File: src/rtl/data_path_pkg.sv
// data_path_pkg: shared opcode/funct/width constants, ALU op type and the fixed instruction ROM.
package data_path_pkg;
   localparam int DATA_W = 16;
   localparam int REG_W  = 3;
   localparam logic [1:0] OP_R    = 2'b00;
   localparam logic [1:0] OP_ADDI = 2'b01;
   localparam logic [1:0] OP_LW   = 2'b10;
   localparam logic [1:0] OP_SW   = 2'b11;
   localparam logic [1:0] F_ADD = 2'b00;
   localparam logic [1:0] F_SUB = 2'b01;
   localparam logic [1:0] F_SLL = 2'b10;
   localparam logic [1:0] F_AND = 2'b11;

   typedef enum logic [1:0] {ALU_ADD, ALU_SUB, ALU_SLL, ALU_AND} alu_op_e;

   function automatic alu_op_e alu_ctrl(input logic alu_op_in, input logic [1:0] op, input logic [1:0] funct);
      if (!alu_op_in || op != OP_R) return ALU_ADD;
      return funct == F_SUB ? ALU_SUB :
             funct == F_SLL ? ALU_SLL :
             funct == F_AND ? ALU_AND : ALU_ADD;
   endfunction

   // Unlisted words read 0, which decodes as add r0,r0,r0.
   function automatic logic [DATA_W-1:0] rom_word(input logic [5:0] addr);
      return addr == 6'd11 ? 16'h5105 :
             addr == 6'd12 ? 16'h8B04 :
             addr == 6'd13 ? 16'h19A1 :
             addr == 6'd14 ? 16'h2BC0 :
             addr == 6'd15 ? 16'h30EA :
             addr == 6'd16 ? 16'hC703 : 16'h0000;
   endfunction
endpackage

File: src/rtl/data_path_register_file.sv
// register_file: 8x16 registers, two async read ports, one sync write port, r0 hardwired to zero.
module register_file
   import data_path_pkg::*;
(
   input  logic              clk,
   input  logic              reset,
   input  logic [REG_W-1:0]  ra1,
   input  logic [REG_W-1:0]  ra2,
   input  logic [REG_W-1:0]  wa,
   input  logic [DATA_W-1:0] wd,
   input  logic              we,
   output logic [DATA_W-1:0] rd1,
   output logic [DATA_W-1:0] rd2
);
   logic [DATA_W-1:0] regs_q [8];
   logic [DATA_W-1:0] regs_d [8];

   always_comb begin
      regs_d = regs_q;
      if (we && wa != '0) regs_d[wa] = wd;
   end

   always_ff @(posedge clk or posedge reset) begin
      if (reset) begin
         for (int i = 0; i < 8; i++) regs_q[i] <= DATA_W'(i);
      end else begin
         regs_q <= regs_d;
      end
   end

   assign rd1 = ra1 == '0 ? '0 : regs_q[ra1];
   assign rd2 = ra2 == '0 ? '0 : regs_q[ra2];
endmodule

File: src/rtl/data_path.sv
// data_path: single-cycle 16-bit datapath (ROM, register file, ALU, 32-word data memory);
// control comes from outside and every internal node is exposed as a port.
module data_path
   import data_path_pkg::*;
(
   input  logic              clk,
   input  logic              reset,
   input  logic [15:0]       pcFill,
   input  logic              RegDst,
   input  logic              ALUSrc,
   input  logic              MemToReg,
   input  logic              RegWrite,
   input  logic              MemRead,
   input  logic              MemWrite,
   input  logic              ALUOp,
   output logic [1:0]        opcode,
   output logic [REG_W-1:0]  RS,
   output logic [REG_W-1:0]  RT,
   output logic [REG_W-1:0]  RD,
   output logic [REG_W-1:0]  daljaMux,
   output logic [DATA_W-1:0] immidiate_long,
   output logic [DATA_W-1:0] WriteData,
   output logic [DATA_W-1:0] RD1,
   output logic [DATA_W-1:0] RD2,
   output logic [DATA_W-1:0] VLERA,
   output logic [DATA_W-1:0] REZULTATI,
   output logic [DATA_W-1:0] ReadData
);
   logic [DATA_W-1:0] instr;
   logic [2:0]        shamt;
   alu_op_e           alu_op;
   logic [DATA_W-1:0] dmem_q [32];
   logic [DATA_W-1:0] dmem_d [32];
   logic              unused_hi;

   assign instr          = rom_word(pcFill[5:0]);
   assign opcode         = instr[15:14];
   assign RS             = instr[13:11];
   assign RT             = instr[10:8];
   assign RD             = instr[7:5];
   assign shamt          = instr[4:2];
   assign immidiate_long = {{8{instr[7]}}, instr[7:0]};
   assign daljaMux       = RegDst ? RD : RT;
   assign VLERA          = ALUSrc ? immidiate_long : RD2;
   assign alu_op         = alu_ctrl(ALUOp, opcode, instr[1:0]);
   assign unused_hi      = ^{pcFill[15:6], REZULTATI[15:5]};

   always_comb begin
      REZULTATI = alu_op == ALU_SUB ? RD1 - VLERA :
                  alu_op == ALU_SLL ? RD1 << shamt :
                  alu_op == ALU_AND ? RD1 & VLERA : RD1 + VLERA;
   end

   // Only the low five result bits address memory, so addresses wrap at 32.
   assign ReadData  = MemRead ? dmem_q[REZULTATI[4:0]] : '0;
   assign WriteData = MemToReg ? ReadData : REZULTATI;

   always_comb begin
      dmem_d = dmem_q;
      if (MemWrite) dmem_d[REZULTATI[4:0]] = RD2;
   end

   always_ff @(posedge clk or posedge reset) begin
      if (reset) begin
         for (int i = 0; i < 32; i++) dmem_q[i] <= DATA_W'(i);
      end else begin
         dmem_q <= dmem_d;
      end
   end

   register_file u_rf (
      .clk   (clk),
      .reset (reset),
      .ra1   (RS),
      .ra2   (RT),
      .wa    (daljaMux),
      .wd    (WriteData),
      .we    (RegWrite),
      .rd1   (RD1),
      .rd2   (RD2)
   );
endmodule

File: config.mk
export PLATFORM = sky130hd
export DESIGN_NAME = data_path
export DESIGN_NICKNAME = d
export VERILOG_FILES = /design/src/rtl/data_path_pkg.sv /design/src/rtl/data_path_register_file.sv /design/src/rtl/data_path.sv
export SDC_FILE = /design/constraint.sdc
export NUM_CORES = 2
export LEC_CHECK = 0
export CORE_MARGIN = 4
export CORE_UTILIZATION = 35
export CTS_CLUSTER_DIAMETER = 50
export DETAILED_ROUTE_END_ITERATION = 6
export GPL_TIMING_DRIVEN = 1
export HOLD_SLACK_MARGIN = 0.03
export SLEW_MARGIN = 10
export SYNTH_ARGS = -nofsm -noshare
export SYNTH_HDL_FRONTEND = slang
export SYNTH_SLANG_ARGS = --single-unit
File: constraint.sdc
create_clock -name clk -period 58.7 [get_ports clk]
set_input_delay 5.87 -clock clk [delete_from_list [all_inputs] [get_ports clk]]
set_output_delay 5.87 -clock clk [all_outputs]
set_load 0.02 [all_outputs]
* Word-level counts from Yosys, hierarchy flattened
Cells that the tools add are included. W data, S select, Z words.
Cells by class: reduce and logical (&&, ||, !) cells 9, bitwise gates (word level) 5, multipliers 0, shift operators 1, add/sub/neg operators 2, eq/ne operators 12, multiplexer cells 36, div/mod/pow operators 0, magnitude comparators 6
Operators by type and width (number):
- $bwmux W512 | 1
- $mux W16 | 22
- $bwmux W128 | 1
- $bmux W16 S3 | 2
- $bmux W16 S5 | 1
- $demux W16 S5 | 1
- $demux W16 S3 | 1
- $eq A6 B4 Y1 const B | 5
- $add A16 B16 Y16 | 1
- $and A16 B16 Y16 | 1
- $shl A16 B3 Y16 | 1
- $sub A16 B16 Y16 | 1
- $ge A4 B4 Y1 const B | 3
- $not A3 Y4 | 3
- $mux W2 | 5
- $eq A2 B2 Y1 const B | 4
- $eq A6 B5 Y1 const B | 1
- $ge A6 B6 Y1 const B | 1
- $logic_not A3 Y1 | 2
- $lt A6 B1 Y1 const B | 1
- $not A5 Y6 | 1
- $eq A2 B1 Y1 const B | 2
- $lt A4 B1 Y1 const B | 1
- $logic_and A1 B1 Y1 | 3
- other kinds (6) | 6
Word-level totals: RAM bits 0, memories 0, output and inout bits 126, latch bits 0, bits in registers 640, bits in read-only memories 0, input bits 25

* Longest topological paths before layout
depth after elaboration 24, gate-level depth with buffers 25, gate-level depth less buffers 20

* Modules after synthesis
A second synthesis with hierarchy kept.
Second synthesis, totals: cell total of the unflattened synthesis 2841, area, all modules 33284.4 µm²
By module, submodules not included:
- data_path | times used 1, area an instance 27044.7 µm², sequential area each 12912.4 µm², cells each 2396
- register_file | times used 1, area an instance 6239.7 µm², sequential area each 2817.7 µm², cells each 445

* Worst setup path before layout
No wires, ideal clock.
kind input to output, from input port pcFill[0], to output port WriteData[15], data arrival time 11.364 ns, stages on the path 24, path slack 41.466 ns, data required time 52.830 ns, cell sequence buf_1 -> nor4b_2 -> nand2_1 -> inv_1 -> clkbuf_1 -> a22oi_1 -> a21o_1 -> clkbuf_1 -> o21ai_0 -> ha_1 -> inv_1 -> fa_1 -> a221oi_1 -> nor4_2 -> inv_2 -> buf_2 -> buf_1 -> clkbuf_1 -> o211ai_1 -> a22oi_1 -> o211ai_1 -> o2111a_1 -> nand2_1 -> nand2_1
Between the ends: word-level cells in the longest chain between the ends 23, elaborated cells between the ends (all ways) 51, classes of those cells add/sub (2); eq/ne (12); shift (1); mux (28); bitwise (4); reduce/logical (4)
Ends and longest elaborated chain:
- start, declared | RTL line data_path.sv:8 | input logic [15:0] pcFill,
- $eq A6 B5 Y1 | RTL line data_path_pkg.sv:30 | addr == 6'd16 ? 16'hC703 : 16'h0000;
- $mux W16 | RTL line data_path_pkg.sv:30
- $mux W16 | RTL line data_path_pkg.sv:29 | addr == 6'd15 ? 16'h30EA :
- $mux W16 | RTL line data_path_pkg.sv:28 | addr == 6'd14 ? 16'h2BC0 :
- $mux W16 | RTL line data_path_pkg.sv:27 | addr == 6'd13 ? 16'h19A1 :
- $mux W16 | RTL line data_path_pkg.sv:26 | addr == 6'd12 ? 16'h8B04 :
- $mux W16 * | RTL line data_path_pkg.sv:25 | return addr == 6'd11 ? 16'h5105 :
- via RT[2] | RTL line data_path.sv:18 | output logic [REG_W-1:0] RT,
- (+6 left out)
- via VLERA[0] | RTL line data_path.sv:25 | output logic [DATA_W-1:0] VLERA,
- (+2 left out)
- $mux W16 | RTL line data_path.sv:50 | alu_op == ALU_SLL ? RD1 << shamt :
- $mux W16 * | RTL line data_path.sv:49 | REZULTATI = alu_op == ALU_SUB ? RD1 - VLERA :
- via REZULTATI[1] | RTL line data_path.sv:26 | output logic [DATA_W-1:0] REZULTATI,
- $not A5 Y6 (implied by the code) * | RTL line data_path.sv:55 | assign ReadData = MemRead ? dmem_q[REZULTATI[4:0]] : '0;
- $bmux W16 S5 * | RTL line data_path.sv:55
- $mux W16 (implied by the code) * (2 in a row) | RTL line data_path.sv:55
- $mux W16 * | RTL line data_path.sv:55
- $mux W16 * | RTL line data_path.sv:56 | assign WriteData = MemToReg ? ReadData : REZULTATI;
- end, declared | RTL line data_path.sv:22 | output logic [DATA_W-1:0] WriteData,
The timed path passes the listed nets; every way through them passes the cells marked *. The select of a mux whose other input is x is not followed.

* Final worst setup path
from input port pcFill[1], to output port WriteData[5]
Between the ends: word-level cells in the longest chain between the ends 23, elaborated cells between the ends (all ways) 51, classes of those cells add/sub (2); eq/ne (12); shift (1); mux (28); bitwise (4); reduce/logical (4)
Ends and longest elaborated chain:
- $eq A6 B5 Y1 | RTL line data_path_pkg.sv:30
- $mux W16 | RTL line data_path_pkg.sv:30
- $mux W16 | RTL line data_path_pkg.sv:29
- $mux W16 | RTL line data_path_pkg.sv:28
- $mux W16 | RTL line data_path_pkg.sv:27
- $mux W16 | RTL line data_path_pkg.sv:26
- $mux W16 * | RTL line data_path_pkg.sv:25
- $not A3 Y4 (implied by the code) | RTL line data_path_register_file.sv:32 | assign rd2 = ra2 == '0 ? '0 : regs_q[ra2];
- (+6 left out)
- $mux W16 | RTL line data_path.sv:51 | alu_op == ALU_AND ? RD1 & VLERA : RD1 + VLERA;
- $mux W16 | RTL line data_path.sv:50
- $mux W16 * | RTL line data_path.sv:49
- $not A5 Y6 (implied by the code) | RTL line data_path.sv:55
- $bmux W16 S5 | RTL line data_path.sv:55
- $mux W16 (implied by the code) (2 in a row) | RTL line data_path.sv:55
- $mux W16 | RTL line data_path.sv:55
- $mux W16 * | RTL line data_path.sv:56
Mark *: on every way between the ends. The rest lies on a longest branch, timed or not. The select of a mux whose other input is x is not followed.

==> key figures <==
GRT
  – Largest net degree at the start of global routing: 166
  – Initial antenna violation count: 4
  – Grt ovf: 0
  – Vias in the first global route: 27205
  – First-pass GRT wire length: 178 mm
  – Total track usage: 0.232

STA
  – Hold Fails Final Rpt: 0
  – Maximum clock frequency: 45.7 MHz
  – Max transition margin: 0.179
  – RSZ-0062 raised after global routing: false
  – Final worst-path cycle share: 0.372
  – Worst-margin pin slew: 1230 ps
  – Clock skew: 33.5 ps
  – Final min period: 21860 ps
  – Final Setup Violations: 0
  – Max-slew violation count: 0
  – Setup TNS: 0 ps

Placement
  – Placed Area: 35600 um2
  – Dpl hpwl: 69.5 mm
  – I/O Buffers: 139
  – Placed Cells: 4790
  – Placer Congestion: 0.900

Final layout
  – Most frequent cells in the layout: nand2_1, dfrtp_1, o21ai_0
  – Area growth syn-to-layout: 15.1%
  – Post-layout util: 0.406
  – Design area: 38500 um2
  – # nets final: 3669
  – # fillers: 9378
  – Final non-filler cell total: 4945
  – Layout cell share with drive strength beyond 1: 0.117
  – Most common cell after layout, fill and taps aside: nand2_1

Critical path
  – Critical path origin: pcFill[1]
  – Reg2reg start: u_rf.regs_q[64]
  – Worst EP required: 52830 ps
  – Worst Path Max Fanout: 101
  – Setup CP Type: in -> out
  – Critical Path Sink Type: output pin
  – Reg2Reg Capture Point: u_rf.regs_q[37]
  – Worst Path Arrival: 15990 ps
  – Startpoint types: input port
  – Worst R2R Setup Slack: 50490 ps
  – Reg2reg path depth: 19

CTS
  – CTS root buffer: clkbuf_16
  – Clock Sinks: 636
  – Longest Clk Path Bufs: 3
  – H-tree Lvls: 3
  – CTS resizes: 0
  – CTS clk-pin slew, worst paths: 60 ps
  – Postcts setup bufs: 0
  – Clock Latency Late Sink: 640 ps
  – Post-CTS Hold Fix Bufs: 0
  – CTS tree: yes
  – TritonCTS Buffers: 83

Drt
  – Routed wire length: 119 mm
  – Via Count: 28415
  – DR WL/cell: 24.0 um
  – Via density: 5.75
  – Antenna viol nets, final: 0
  – Drt drc: 0
  – DRT iter0 DRCs: 2933
  – 1st-pass router iterations: 7

Die
  – Initial core utilization: 0.353
  – Num ports: 151
  – Die area: 101000 um2
  – Std-Cell Rows: 113
  – Core area: 94900 um2
  – Die Ht: 317 um
  – Die width: 317 um

Yosys
  – Cell taking the most area after synthesis: dfrtp_1
  – Synth area leaders: dfrtp_1, o21ai_0, dfstp_2
  – Syn nets: 3795
  – EDFF count, synth: 0
  – Top FF cell, synth: dfrtp_1
  – Synth Register Bits: 636
  – Fraction of registers with async set or reset after synthesis: 1.00
  – Sequential area share after synthesis: 0.479
  – Synth warn: 0
  – Post-synth cell types: 83
  – Post-Synthesis Cells: 3736
  – Synth top area share: 0.408
  – Post-synthesis instance area: 33500 um2
  – Syn Area/Cell: 8.96 um2

Power
  – IR drop worst, VDD: 0.0000167 V
  – Pwr/cell area: 27.2 nW/um2
  – Static leakage: 15.6 nW

Hold path
  – Min-Delay Startpoint: u_rf.regs_q[81]
  – Hold Path Stages: 0
  – Hold EP: u_rf.regs_q[81]
  – Worst hold path class: reg -> reg

Job
  – Total of max-cap violations: 0

Status
  – Status: complete, no violations
-- synth_stat cells (39+ instances only) --
cell type  number
a211oi_1       66
nand2_1       631
a21oi_1        81
o41ai_1       191
dfstp_2        91
clkbuf_1      379
mux2i_1       100
o21ai_0       479
nor2_1        106
o211ai_1      256
nand3_1        39
inv_1         256
mux2_2         80
a22oi_1        48
dfrtp_1       545
-- metal layers --
metal	wire, um	vias up	track usage
met2	52400	1093	0.351
met1	51000	13944	0.320
met3	9840	277	0.0521
met5	12	-	0
li1	-	13099	-
met4	5400	2	0.101
-- cells by family (layout without fill, tap and decap cells) --
group,after synthesis,in the layout,synth area share
other cells,1,3,0.000112
flops,636,636,0.479
compound gates,1305,1305,0.260
buf+inv,691,633,0.0796
xor+xnor,3,3,0.000785
fa+ha+maj,34,34,0.0132
mux,181,181,0.0575
simple gates,885,885,0.110
-- area by class of cell --
cell class	instances	area [um2]	share of cell area
clock inverters	46	628	0.0163
flip-flops and latches	636	16000	0.416
repair buffers	217	2050	0.0533
well taps	1265	1580	0.0411
clock buffers	107	2320	0.0602
multi-input cells	2409	14900	0.387
diodes	2	5.00	0.000130
inverters	263	1010	0.0262
-- worst max path at each step --
| stage | end | cells after the start |
|---|---|---|
| after detailed placement | ReadData[8] | 24 |
| after CTS | ReadData[8] | 24 |
| after global placement | ReadData[8] | 24 |
| final | WriteData[5] | 24 |
| after floorplan | dmem_q[101] | 1 |
| after global routing | WriteData[5] | 24 |
-- metrics by stage --
step                hold slack [ps]  power [mW]  setup WS (ps)
floorplan                       424       0.490          35170
detailed placement              359       0.513          37090
global route                    376        1.08          36580
finish                          371        1.05          36840
CTS                             367        1.06          37090
global placement                358       0.513          37220
-- registers in the layout, indices dropped and copies added, names as in the netlist --
| register | count |
|---|---|
| u_rf.regs_q | 124 |
| dmem_q | 512 |
-- critical path, cell delays in order --
cell             delay (ps)
clkdlybuf4s50_1         780
or4b_4                  710
a21o_1                  290
inv_2                   260
nor2_1                  150
a221oi_1                310
a21o_1                  180
buf_4                   440
o21ai_0                 380
ha_1                    310
inv_1                    70
fa_1                    550
a221oi_4                230
buf_4                   620
nor4_4                  150
inv_8                   540
buf_4                   700
buf_4                   790
o211ai_1                180
a22oi_1                 340
o211ai_1                280
o2111ai_1               560
o2bb2ai_1               470
clkdlybuf4s50_1         650
-- where the power goes --
| group | internal (mW) | switching, mW | total, mW |
|---|---|---|---|
| combinational | 0.0172 | 0.0437 | 0.0610 |
| clock | 0.333 | 0.210 | 0.543 |
| sequential | 0.444 | 0.00202 | 0.446 |
| total | 0.793 | 0.256 | 1.05 |
Note: power is estimated with default switching activity, not from simulation.
